--- src/rtl/drive_pkg.sv ---
// Shared encodings for the H-bridge drive controller.
// Direction codes, channel states and bridge pin mapping.
package drive_pkg;

  localparam logic [1:0] DIR_COAST = 2'b00;
  localparam logic [1:0] DIR_FWD   = 2'b01;
  localparam logic [1:0] DIR_REV   = 2'b10;
  localparam logic [1:0] DIR_BRAKE = 2'b11;

  typedef enum logic [1:0] {
    CH_COAST = 2'd0,
    CH_RUN   = 2'd1,
    CH_DEAD  = 2'd2,
    CH_BRAKE = 2'd3
  } ch_state_e;

  // Returns {in1, in2}; a running bridge mirrors the direction code.
  function automatic logic [1:0] hb_pins(
    input ch_state_e  s,
    input logic [1:0] dir
  );
    logic [1:0] p;
    p = 2'b00;
    unique case (1'b1)
      (s == CH_RUN):   p = dir;
      (s == CH_BRAKE): p = 2'b11;
      default:         p = 2'b00;
    endcase
    return p;
  endfunction

endpackage

--- src/rtl/drive_pwm_channel.sv ---
// One H-bridge channel: state machine, dead-time, duty and comparator.
// Optional duty ramp is built when DRIVE_RAMP_EN is defined.
module drive_pwm_channel
  import drive_pkg::*;
#(
  parameter int DUTY_W       = 20,
  parameter int DEAD_PERIODS = 2,
  parameter int RAMP_STEP    = 31250
) (
  input  logic              clk,
  input  logic              rst,
  input  logic              i_boundary,
  input  logic              i_stop,
  input  logic [DUTY_W-1:0] i_cnt,
  input  logic [1:0]        i_tgt_dir,
  input  logic [DUTY_W-1:0] i_tgt_duty,
  output logic              o_en,
  output logic              o_in1,
  output logic              o_in2
);

  localparam int DCW = $clog2(DEAD_PERIODS + 2);

  ch_state_e         r_state, w_state;
  logic [1:0]        r_dir, w_dir;
  logic [DCW-1:0]    r_dead, w_dead;
  logic [DUTY_W-1:0] r_duty, w_duty;
  logic              w_mot;
  logic              w_rev;
  logic [1:0]        w_pins;

`ifdef DRIVE_RAMP_EN
  localparam logic [DUTY_W-1:0] STEP = DUTY_W'(RAMP_STEP);
  logic [DUTY_W-1:0] w_base;
`endif

  always_ff @(posedge clk) begin
    if (rst) begin
      r_state <= CH_COAST;
      r_dir   <= DIR_COAST;
      r_dead  <= '0;
      r_duty  <= '0;
    end else begin
      r_state <= w_state;
      r_dir   <= w_dir;
      r_dead  <= w_dead;
      r_duty  <= w_duty;
    end
  end

  always_comb begin
    w_state = r_state;
    w_dir   = r_dir;
    w_dead  = r_dead;
    w_duty  = r_duty;
    w_mot   = (i_tgt_dir == DIR_FWD) || (i_tgt_dir == DIR_REV);
    w_rev   = w_mot && (r_dir != i_tgt_dir) &&
              ((r_state == CH_RUN) || (r_state == CH_DEAD));
`ifdef DRIVE_RAMP_EN
    w_base  = '0;
`endif
    if (i_stop) begin
      w_state = CH_COAST;
      w_dir   = DIR_COAST;
      w_dead  = '0;
      w_duty  = '0;
    end else if (i_boundary) begin
      unique case (1'b1)
        (i_tgt_dir == DIR_COAST): begin
          w_state = CH_COAST;
          w_dir   = DIR_COAST;
          w_dead  = '0;
        end
        (i_tgt_dir == DIR_BRAKE): begin
          w_state = CH_BRAKE;
          w_dir   = DIR_BRAKE;
          w_dead  = '0;
        end
        (w_rev && DEAD_PERIODS > 0): begin
          w_state = CH_DEAD;
          w_dir   = i_tgt_dir;
          w_dead  = DCW'(DEAD_PERIODS);
        end
        (!w_rev && r_state == CH_DEAD &&
         r_dead > DCW'(1)): begin
          w_dead = r_dead - DCW'(1);
        end
        default: begin
          w_state = CH_RUN;
          w_dir   = i_tgt_dir;
          w_dead  = '0;
        end
      endcase
`ifdef DRIVE_RAMP_EN
      // A fresh RUN entry ramps up from zero.
      if (w_state == CH_RUN) begin
        w_base = (r_state == CH_RUN) ? r_duty : '0;
        if (i_tgt_duty > w_base)
          w_duty = (i_tgt_duty - w_base > STEP) ?
                   w_base + STEP : i_tgt_duty;
        else
          w_duty = (w_base - i_tgt_duty > STEP) ?
                   w_base - STEP : i_tgt_duty;
      end else begin
        w_duty = '0;
      end
`else
      w_duty = i_tgt_duty;
`endif
    end
  end

  assign w_pins = hb_pins(w_state, w_dir);

  always_ff @(posedge clk) begin
    if (rst || i_stop) begin
      o_en  <= 1'b0;
      o_in1 <= 1'b0;
      o_in2 <= 1'b0;
    end else begin
      o_en  <= (w_state == CH_BRAKE) ||
               ((w_state == CH_RUN) && (i_cnt < w_duty));
      o_in1 <= w_pins[1];
      o_in2 <= w_pins[0];
    end
  end

endmodule

--- src/rtl/drive_pwm_ctrl.sv ---
// N-channel H-bridge PWM controller: period counter, command demux, estop.
// Define DRIVE_RAMP_EN to slew active duty by RAMP_STEP per period.
module drive_pwm_ctrl
  import drive_pkg::*;
#(
  parameter int N_CH         = 2,
  parameter int PWM_PERIOD   = 625000,
  parameter int DUTY_W       = 20,
  parameter int MAX_DUTY_PCT = 80,
  parameter int DEAD_PERIODS = 2,
  parameter int RAMP_STEP    = 31250,
  localparam int CH_W = (N_CH > 1) ? $clog2(N_CH) : 1
) (
  input  logic              clk,
  input  logic              rst,
  input  logic              cmd_valid,
  output logic              cmd_ready,
  input  logic [CH_W-1:0]   cmd_ch,
  input  logic [1:0]        cmd_dir,
  input  logic [DUTY_W-1:0] cmd_duty,
  input  logic              estop,
  input  logic              estop_clr,
  output logic [N_CH-1:0]   hb_en,
  output logic [N_CH-1:0]   hb_in1,
  output logic [N_CH-1:0]   hb_in2,
  output logic              period_start,
  output logic              stopped
);

  localparam logic [DUTY_W-1:0] MAX_DUTY =
    DUTY_W'(PWM_PERIOD * MAX_DUTY_PCT / 100);
  localparam logic [DUTY_W-1:0] CNT_LAST =
    DUTY_W'(PWM_PERIOD - 1);

  logic [DUTY_W-1:0] r_cnt;
  logic              r_stopped;
  logic [1:0]        r_tgt_dir  [N_CH];
  logic [DUTY_W-1:0] r_tgt_duty [N_CH];
  logic              w_boundary;
  logic              w_accept;
  logic [DUTY_W-1:0] w_duty;

  assign w_boundary   = (r_cnt == '0);
  assign w_accept     = cmd_valid && !r_stopped;
  assign w_duty       = (cmd_duty > MAX_DUTY) ? MAX_DUTY : cmd_duty;
  assign cmd_ready    = !r_stopped;
  assign stopped      = r_stopped;
  assign period_start = w_boundary && !rst;

  always_ff @(posedge clk) begin
    if (rst) begin
      r_cnt     <= '0;
      r_stopped <= 1'b0;
      for (int i = 0; i < N_CH; i++) begin
        r_tgt_dir[i]  <= DIR_COAST;
        r_tgt_duty[i] <= '0;
      end
    end else begin
      r_cnt <= (r_cnt == CNT_LAST) ? '0 : r_cnt + 1'b1;
      if (estop)
        r_stopped <= 1'b1;
      else if (estop_clr)
        r_stopped <= 1'b0;
      // Out-of-range channel numbers match no slot and are dropped.
      for (int i = 0; i < N_CH; i++) begin
        if (r_stopped) begin
          r_tgt_dir[i]  <= DIR_COAST;
          r_tgt_duty[i] <= '0;
        end else if (w_accept && cmd_ch == CH_W'(i)) begin
          r_tgt_dir[i]  <= cmd_dir;
          r_tgt_duty[i] <= w_duty;
        end
      end
    end
  end

  for (genvar g = 0; g < N_CH; g++) begin : g_ch
    drive_pwm_channel #(
      .DUTY_W       (DUTY_W),
      .DEAD_PERIODS (DEAD_PERIODS),
      .RAMP_STEP    (RAMP_STEP)
    ) u_ch (
      .clk        (clk),
      .rst        (rst),
      .i_boundary (w_boundary),
      .i_stop     (r_stopped),
      .i_cnt      (r_cnt),
      .i_tgt_dir  (r_tgt_dir[g]),
      .i_tgt_duty (r_tgt_duty[g]),
      .o_en       (hb_en[g]),
      .o_in1      (hb_in1[g]),
      .o_in2      (hb_in2[g])
    );
  end

endmodule

--- config.mk ---
export PLATFORM = sky130hd
export DESIGN_NAME = drive_pwm_ctrl
export DESIGN_NICKNAME = d
export VERILOG_FILES = /design/src/rtl/drive_pkg.sv /design/src/rtl/drive_pwm_channel.sv /design/src/rtl/drive_pwm_ctrl.sv
export SDC_FILE = /design/constraint.sdc
export NUM_CORES = 1
export LEC_CHECK = 0
export CAP_MARGIN = 0
export CORE_ASPECT_RATIO = 1.5
export CORE_MARGIN = 2
export CORE_UTILIZATION = 48
export DETAILED_ROUTE_END_ITERATION = 10
export MAX_ROUTING_LAYER = met4
export PLACE_DENSITY = 0.69
export SETUP_SLACK_MARGIN = 0.05
export SLEW_MARGIN = 10
export SYNTH_ARGS = -nofsm -noshare
export SYNTH_HDL_FRONTEND = slang
export SYNTH_SLANG_ARGS = --single-unit
--- constraint.sdc ---
create_clock -name clk -period 4.85 [get_ports clk]
set_clock_uncertainty 0.1 [all_clocks]
set_input_delay 1.2125 -clock clk [delete_from_list [all_inputs] [get_ports clk]]
set_output_delay 1.2125 -clock clk [all_outputs]
set_load 0.005 [all_outputs]
=== Word-level counts from Yosys, hierarchy flattened ===
Memories as Yosys holds them, arrays and structs flattened.
Index checks and enable logic that the tools add are counted.

* Register bits: 79
* Bits in latches: 0
* Bits in writable memories: 44
* Bits in read-only memories: 0
* Input port bits: 28
* Output and inout port bits: 9
* Word-level logic and storage cells: 127
* Memories kept: 2

* Add/subtract/negate cells: 3
* $mul: 0
* Divide/modulo/power cells: 0
* Order comparisons: 5
* Equality and inequality tests: 17
* Shift-type cells: 0
* Multiplexer cells: 44
* Bitwise operators: 9
* Reductions and logical operators: 31

{| class="wikitable"
|+ Memories
! name !! words !! width !! read ports !! clocked after Yosys merged registers in !! wr ports !! RTL line !! source
|-
| r_tgt_duty || 2 || 20 || 2 || 0 || 2 || drive_pwm_ctrl.sv:38 || <nowiki>logic [DUTY_W-1:0] r_tgt_duty [N_CH];</nowiki>
|-
| r_tgt_dir || 2 || 2 || 2 || 0 || 2 || drive_pwm_ctrl.sv:37 || <nowiki>logic [1:0] r_tgt_dir [N_CH];</nowiki>
|}

{| class="wikitable"
|+ Operators by type and width
! cell !! count
|-
| two-way mux 20 bit || 9
|-
| < comparator 20 bit || 2
|-
| two-way mux 2 bit || 12
|-
| adder 20 x 1 -> 20 bit (second input constant) || 1
|-
| == test 20 bit (second input constant) || 1
|-
| greater-than comparator 20 x 19 -> 1 bit (second input constant) || 1
|-
| zero test 20 bit || 1
|-
| == test 2 bit (second input constant) || 8
|-
| case mux 2 bit (2 select lines) || 4
|-
| case mux 2 bit (4 select lines) || 2
|-
| two-way mux 1 bit || 15
|-
| logical AND 1 bit || 14
|-
| == test 2 x 1 -> 1 bit (second input constant) || 6
|-
| case mux 2 bit (3 select lines) || 2
|-
| OR 1 bit || 8
|-
| logical OR 1 bit || 7
|-
| greater-than comparator 2 x 1 -> 1 bit (second input constant) || 2
|-
| zero test 1 bit || 4
|-
| zero test 2 bit || 2
|-
| != test 2 bit || 2
|-
| OR reduction 2 bit || 2
|-
| subtractor 2 x 1 -> 2 bit (second input constant) || 2
|-
| nonzero test 2 bit || 1
|-
| NOT 1 bit || 1
|}

=== Longest topological paths before layout ===
* Depth after elaboration: 13
* Mapped depth: 17
* Mapped depth without buffers: 14

=== Cells and area by module ===
Synthesis repeated with hierarchy kept, for this count alone.

* Cells, all modules: 650
* Area, all modules: 6,414.9 µm²

{| class="wikitable"
|+ Modules (own cells, without submodules)
! module !! times used !! cells each !! area each (µm²)
|-
| drive_pwm_channel || 2 || 192 || 1,730.4
|-
| drive_pwm_ctrl || 1 || 266 || 2,954.1
|}

=== Worst setup path before layout ===
No wires, ideal clock.

* Kind: register to register
* From: register r_cnt[9]
* To: register g_ch[1].u_ch.o_en
* Library setup time: 0.070 ns
* Arrival: 3.509 ns
* Data required time: 4.680 ns
* Setup slack: 1.171 ns
* Cell stages (with the launch flop): 15
* Path buffers: 2
* Path through: dfxtp_1 > or4_1 > nor2_1 > and2_1 > buf_2 > buf_2 > mux2_2 > nand2_1 > ha_1 > a2111oi_0 > o21ai_0 > a41oi_1 > a21boi_0 > or3b_2 > a21oi_1

* Word-level cells in the longest chain between the ends: 6

{| class="wikitable"
|+ Ends and longest elaborated chain
! what !! RTL line !! source
|-
| start, declared || drive_pwm_ctrl.sv:35 || <nowiki>logic [DUTY_W-1:0] r_cnt;</nowiki>
|-
| start signal, assigned || drive_pwm_ctrl.sv:59 || <nowiki>r_cnt <= (r_cnt == CNT_LAST) ? '0 : r_cnt + 1'b1;</nowiki>
|-
| zero test 20 bit || drive_pwm_ctrl.sv:43 || <nowiki>assign w_boundary = (r_cnt == '0);</nowiki>
|-
| two-way mux 20 bit or two-way mux 2 bit (tied branches) || drive_pwm_channel.sv:67 || <nowiki>end else if (i_boundary) begin</nowiki>
|-
| two-way mux 20 bit or two-way mux 2 bit (tied branches) || drive_pwm_channel.sv:62 || <nowiki>if (i_stop) begin</nowiki>
|-
| < comparator 20 bit or == test 2 x 1 -> 1 bit (tied branches) || drive_pwm_channel.sv:122 || <nowiki>((w_state == CH_RUN) && (i_cnt < w_duty));</nowiki>
|-
| logical AND 1 bit || drive_pwm_channel.sv:122 ||
|-
| logical OR 1 bit (*) || drive_pwm_channel.sv:121 || <nowiki>o_en <= (w_state == CH_BRAKE) ||</nowiki>
|-
| end signal, assigned || drive_pwm_channel.sv:121 ||
|-
| end, declared || drive_pwm_channel.sv:17 || <nowiki>output logic o_en,</nowiki>
|}

Every way passes the cells marked *; elsewhere a longest branch is shown, timed or not.
A chain may end at the register's enable or synchronous reset.

=== Worst setup path in the final report ===
* From: register r_cnt[9]
* To: register g_ch[0].u_ch.o_en

* Word-level cells in the longest chain between the ends: 6

{| class="wikitable"
|+ Ends and longest elaborated chain
! what !! RTL line
|-
| zero test 20 bit || drive_pwm_ctrl.sv:43
|-
| two-way mux 20 bit or two-way mux 2 bit (tied branches) || drive_pwm_channel.sv:67
|-
| two-way mux 20 bit or two-way mux 2 bit (tied branches) || drive_pwm_channel.sv:62
|-
| < comparator 20 bit or == test 2 x 1 -> 1 bit (tied branches) || drive_pwm_channel.sv:122
|-
| logical AND 1 bit || drive_pwm_channel.sv:122
|-
| logical OR 1 bit (*) || drive_pwm_channel.sv:121
|-
| end signal, assigned || drive_pwm_channel.sv:121
|-
| end, declared || drive_pwm_channel.sv:17
|}

Marked as above.

==> summary.md <==
| Metric | Value |
|---|---|
| Status | `finished, final reports clean` |
| Remaining global-route overflow | `0` |
| Slew @ Worst Pin | `1.06 ns` |
| Final nets | `743` |
| Critical Path, Cell by Cell | `or4_1, nor2_1, and2_2, buf_4, mux2_2, nand2_1, ha_1, nand4_1, nor4_1, o221ai_1, o21ai_0, a21oi_1` |
| Post-synthesis sequential area ratio | `0.468` |
| Pins Over Slew Limit | `0` |
| CP Class | `reg2reg` |
| Vias per cell | `5.53` |
| Number of buffers added for setup after CTS | `0` |
| Hold depth | `2` |
| DIE WIDTH | `96.8 um` |
| Largest net degree at the start of global routing | `42` |
| Final GP Congestion | `0.919` |
| Area grow syn2layout | `15.9%` |
| Register bit total from synthesis | `123` |
| Tot Pwr | `0.00268 W` |
| CTS Buf Count | `17` |
| Most frequent cell after synthesis | `nor2_1` |
| Setup-failing EPs final | `0` |
| Reg clk slew, reported paths | `0.06 ns` |
| Setup TNS | `0 ns` |
| Placed cell area | `6620 sq um` |
| Clock Sinks | `123` |
| Share of cells above drive strength 1 | `0.128` |
| GRT Overall Usage | `0.214` |
| # hold bufs at CTS | `0` |
| Max-cap violations | `0` |
| Largest cells by area after synthesis | `dfxtp_1 (26%), edfxtp_1 (21%), ha_1 (9.7%)` |
| Synth area leader | `dfxtp_1` |
| Reg-to-reg startpoint | `r_cnt[9]` |
| CP arrival | `4.53 ns` |
| Min-delay src | `g_ch[0].u_ch.r_duty[0]` |
| Vias in the first global route | `4577` |
| Hold crit path type | `reg2reg` |
| Worst endpoint required time | `5.05 ns` |
| Ys flop type | `dfxtp_1` |
| Row count | `50` |
| Clk root buf | `clkbuf_16` |
| RSZ-0062 raised after global routing | `false` |
| Mapped Avg Cell Area | `9.74 sq um` |
| VDD IR max | `218 uV` |
| Maximum clock rate | `231 MHz` |
| Yosys top cell area share | `0.255` |
| CP startpoint kind | `register` |
| Asr flop ratio synth | `0` |
| First-pass DRT Iterations | `5` |
| Synth top cells by count | `nor2_1 (106), dfxtp_1 (79), nand2_1 (65)` |
| Area of the multi-input gates | `3010 sq um` |
| Pleak | `2.95 nW` |
| Max-slew headroom | `0.294` |
| Hold Path End | `g_ch[0].u_ch.r_duty[0]` |
| TritonCTS clock tree | `built` |
| Place WS | `0.643 ns` |
| Clk Latency, worst-skew pair | `0.42 ns` |
| Initial antenna violation count | `0` |
| Port Buffer Count | `36` |
| Yosys cell types | `50` |
| Final Hold Viols | `0` |
| Post-cts sizing count | `0` |
| Final min period | `4.33 ns` |
| Antenna violation net count after detailed routing | `0` |
| Fin crit share | `0.892` |
| Final HPWL DP | `10400 um` |
| Initial Util | `0.493` |
| Ys Warns | `0` |
| Drt first-iter violations | `250` |
| Post-synth EDFFs | `44` |
| Slowest CP cell | `nor4_1` |
| CTS H-tree depth | `4` |
| Power per cell area | `373 nW/um^2` |
| Routed WL | `13900 um` |
| DIE HEIGHT | `143 um` |
| Fin area | `7180 sq um` |
| Core Area | `12600 sq um` |
| Cell Area, Synth | `6200 sq um` |
| DIE AREA | `13900 sq um` |
| Reg-to-Reg End | `g_ch[0].u_ch.o_en` |
| CTS Buffer Depth | `2` |
| DRC Markers | `0` |
| Post-Synthesis Cells | `636` |
| Max incr delay on CP | `0.65 ns` |
| Number of I/O pins | `37` |
| Max FO, Critical Path | `20` |
| Vias | `4620` |
| Worst setup margin | `0.523 ns` |
| Sequential cell area | `2900 sq um` |
| First-pass GRT wire length | `22500 um` |
| R2R cell count | `12` |
| Reg2Reg Setup Slack | `0.52 ns` |
| CP endpoint kind | `register` |
| Filler cell count | `1070` |
| Antenna Diode Count | `0` |
| Routed wire per std cell | `16.6 um` |
[cell type report]
| type | count | area share |
|---|---|---|
| flip-flops and latches | 123 | 0.404 |
| multi-input cells | 455 | 0.418 |
| inverters | 26 | 0.0136 |
| clock buffers | 19 | 0.0617 |
| well taps | 156 | 0.0272 |
| repair buffers | 44 | 0.0585 |
| clock inverters | 13 | 0.0164 |
[metal layers]
layer,wire length [um],vias up,global-route usage
li1,-,2273,-
met4,461,0,0.0979
met3,481,33,0.0485
met5,0,-,-
met2,7280,107,0.376
met1,5700,2207,0.230
[per-stage QoR]
step | std cells | utilization | hold WS, ns
2_1_floorplan | 637 | - | 0.332
3_3_place_gp | 804 | 0.527 | 0.342
3_5_place_dp | 804 | 0.527 | 0.350
4_1_cts | 836 | 0.571 | 0.357
5_1_grt | 836 | 0.571 | 0.375
6_report | 836 | 0.571 | 0.360
[cell families (layout without fill, tap and decap cells)]
kind of cell	after synthesis	count (layout)	share of synthesized area
AO/OA/AOI/OAI	74	74	0.0812
XOR/XNOR	20	20	0.0283
adder cells (fa/ha/maj)	48	48	0.0969
buffers and inverters	59	102	0.0479
flip-flops	123	123	0.468
multiplexers	38	38	0.0691
other	1	2	0.000605
AND/OR/NAND/NOR	273	273	0.208
[power breakdown]
part           total (W)  internal (W)  leakage (nW)  switching (W)
combinational   0.000327      0.000144          1.56       0.000182
sequential       0.00115       0.00113          1.12      0.0000265
clock            0.00120      0.000720         0.270       0.000480
total            0.00268       0.00199          2.95       0.000689
[worst max-delay path, delay by kind of cell, from the launching register on]
| kind | cells | cell delay (ns) |
|---|---|---|
| AND/OR/NAND/NOR | 6 | 2.22 |
| AO/OA/AOI/OAI | 3 | 0.62 |
| flip-flops | 1 | 0.39 |
| multiplexers | 1 | 0.36 |
| buffers and inverters | 1 | 0.33 |
| adder cells (fa/ha/maj) | 1 | 0.18 |
[state kept, by name, summed over array words and instances, names as in the netlist]
name	count
g_ch.u_ch.o_en	2
g_ch.u_ch.o_in1	2
g_ch.u_ch.o_in2	2
g_ch.u_ch.r_dead	4
g_ch.u_ch.r_dir	4
g_ch.u_ch.r_duty	40
g_ch.u_ch.r_state	4
r_cnt	20
r_tgt_dir	4
r_tgt_duty	40
stopped	1
[layout by cell type (no fill, tap or decap), types with 4 or more instances in the layout]
cell type,n
inv_1,26
xnor2_1,13
nor4_1,8
clkdlybuf4s50_1,36
mux2_2,38
nand3_1,18
a211oi_1,5
o21bai_1,4
xor2_1,7
and3_1,4
and2_1,22
o21ai_0,13
nand2_1,65
a21o_1,7
nand3b_1,5
dfxtp_1,79
nor2_1,106
nor3_1,12
buf_4,8
edfxtp_1,44
or3_1,4
clkbuf_16,17
nand4_1,9
ha_1,48
a21oi_1,25
o41ai_1,4
[worst max path at each step]
stage | cells after the start | end | from
2_1_floorplan | 14 | g_ch[1].u_ch.o_en | r_cnt[9]
3_3_place_gp | 12 | g_ch[0].u_ch.o_en | r_cnt[9]
3_5_place_dp | 12 | g_ch[0].u_ch.o_en | r_cnt[9]
4_1_cts | 4 | period_start | r_cnt[9]
5_1_grt | 12 | g_ch[0].u_ch.o_en | r_cnt[7]
6_report | 12 | g_ch[0].u_ch.o_en | r_cnt[9]
(Power assumes the default switching activity.)
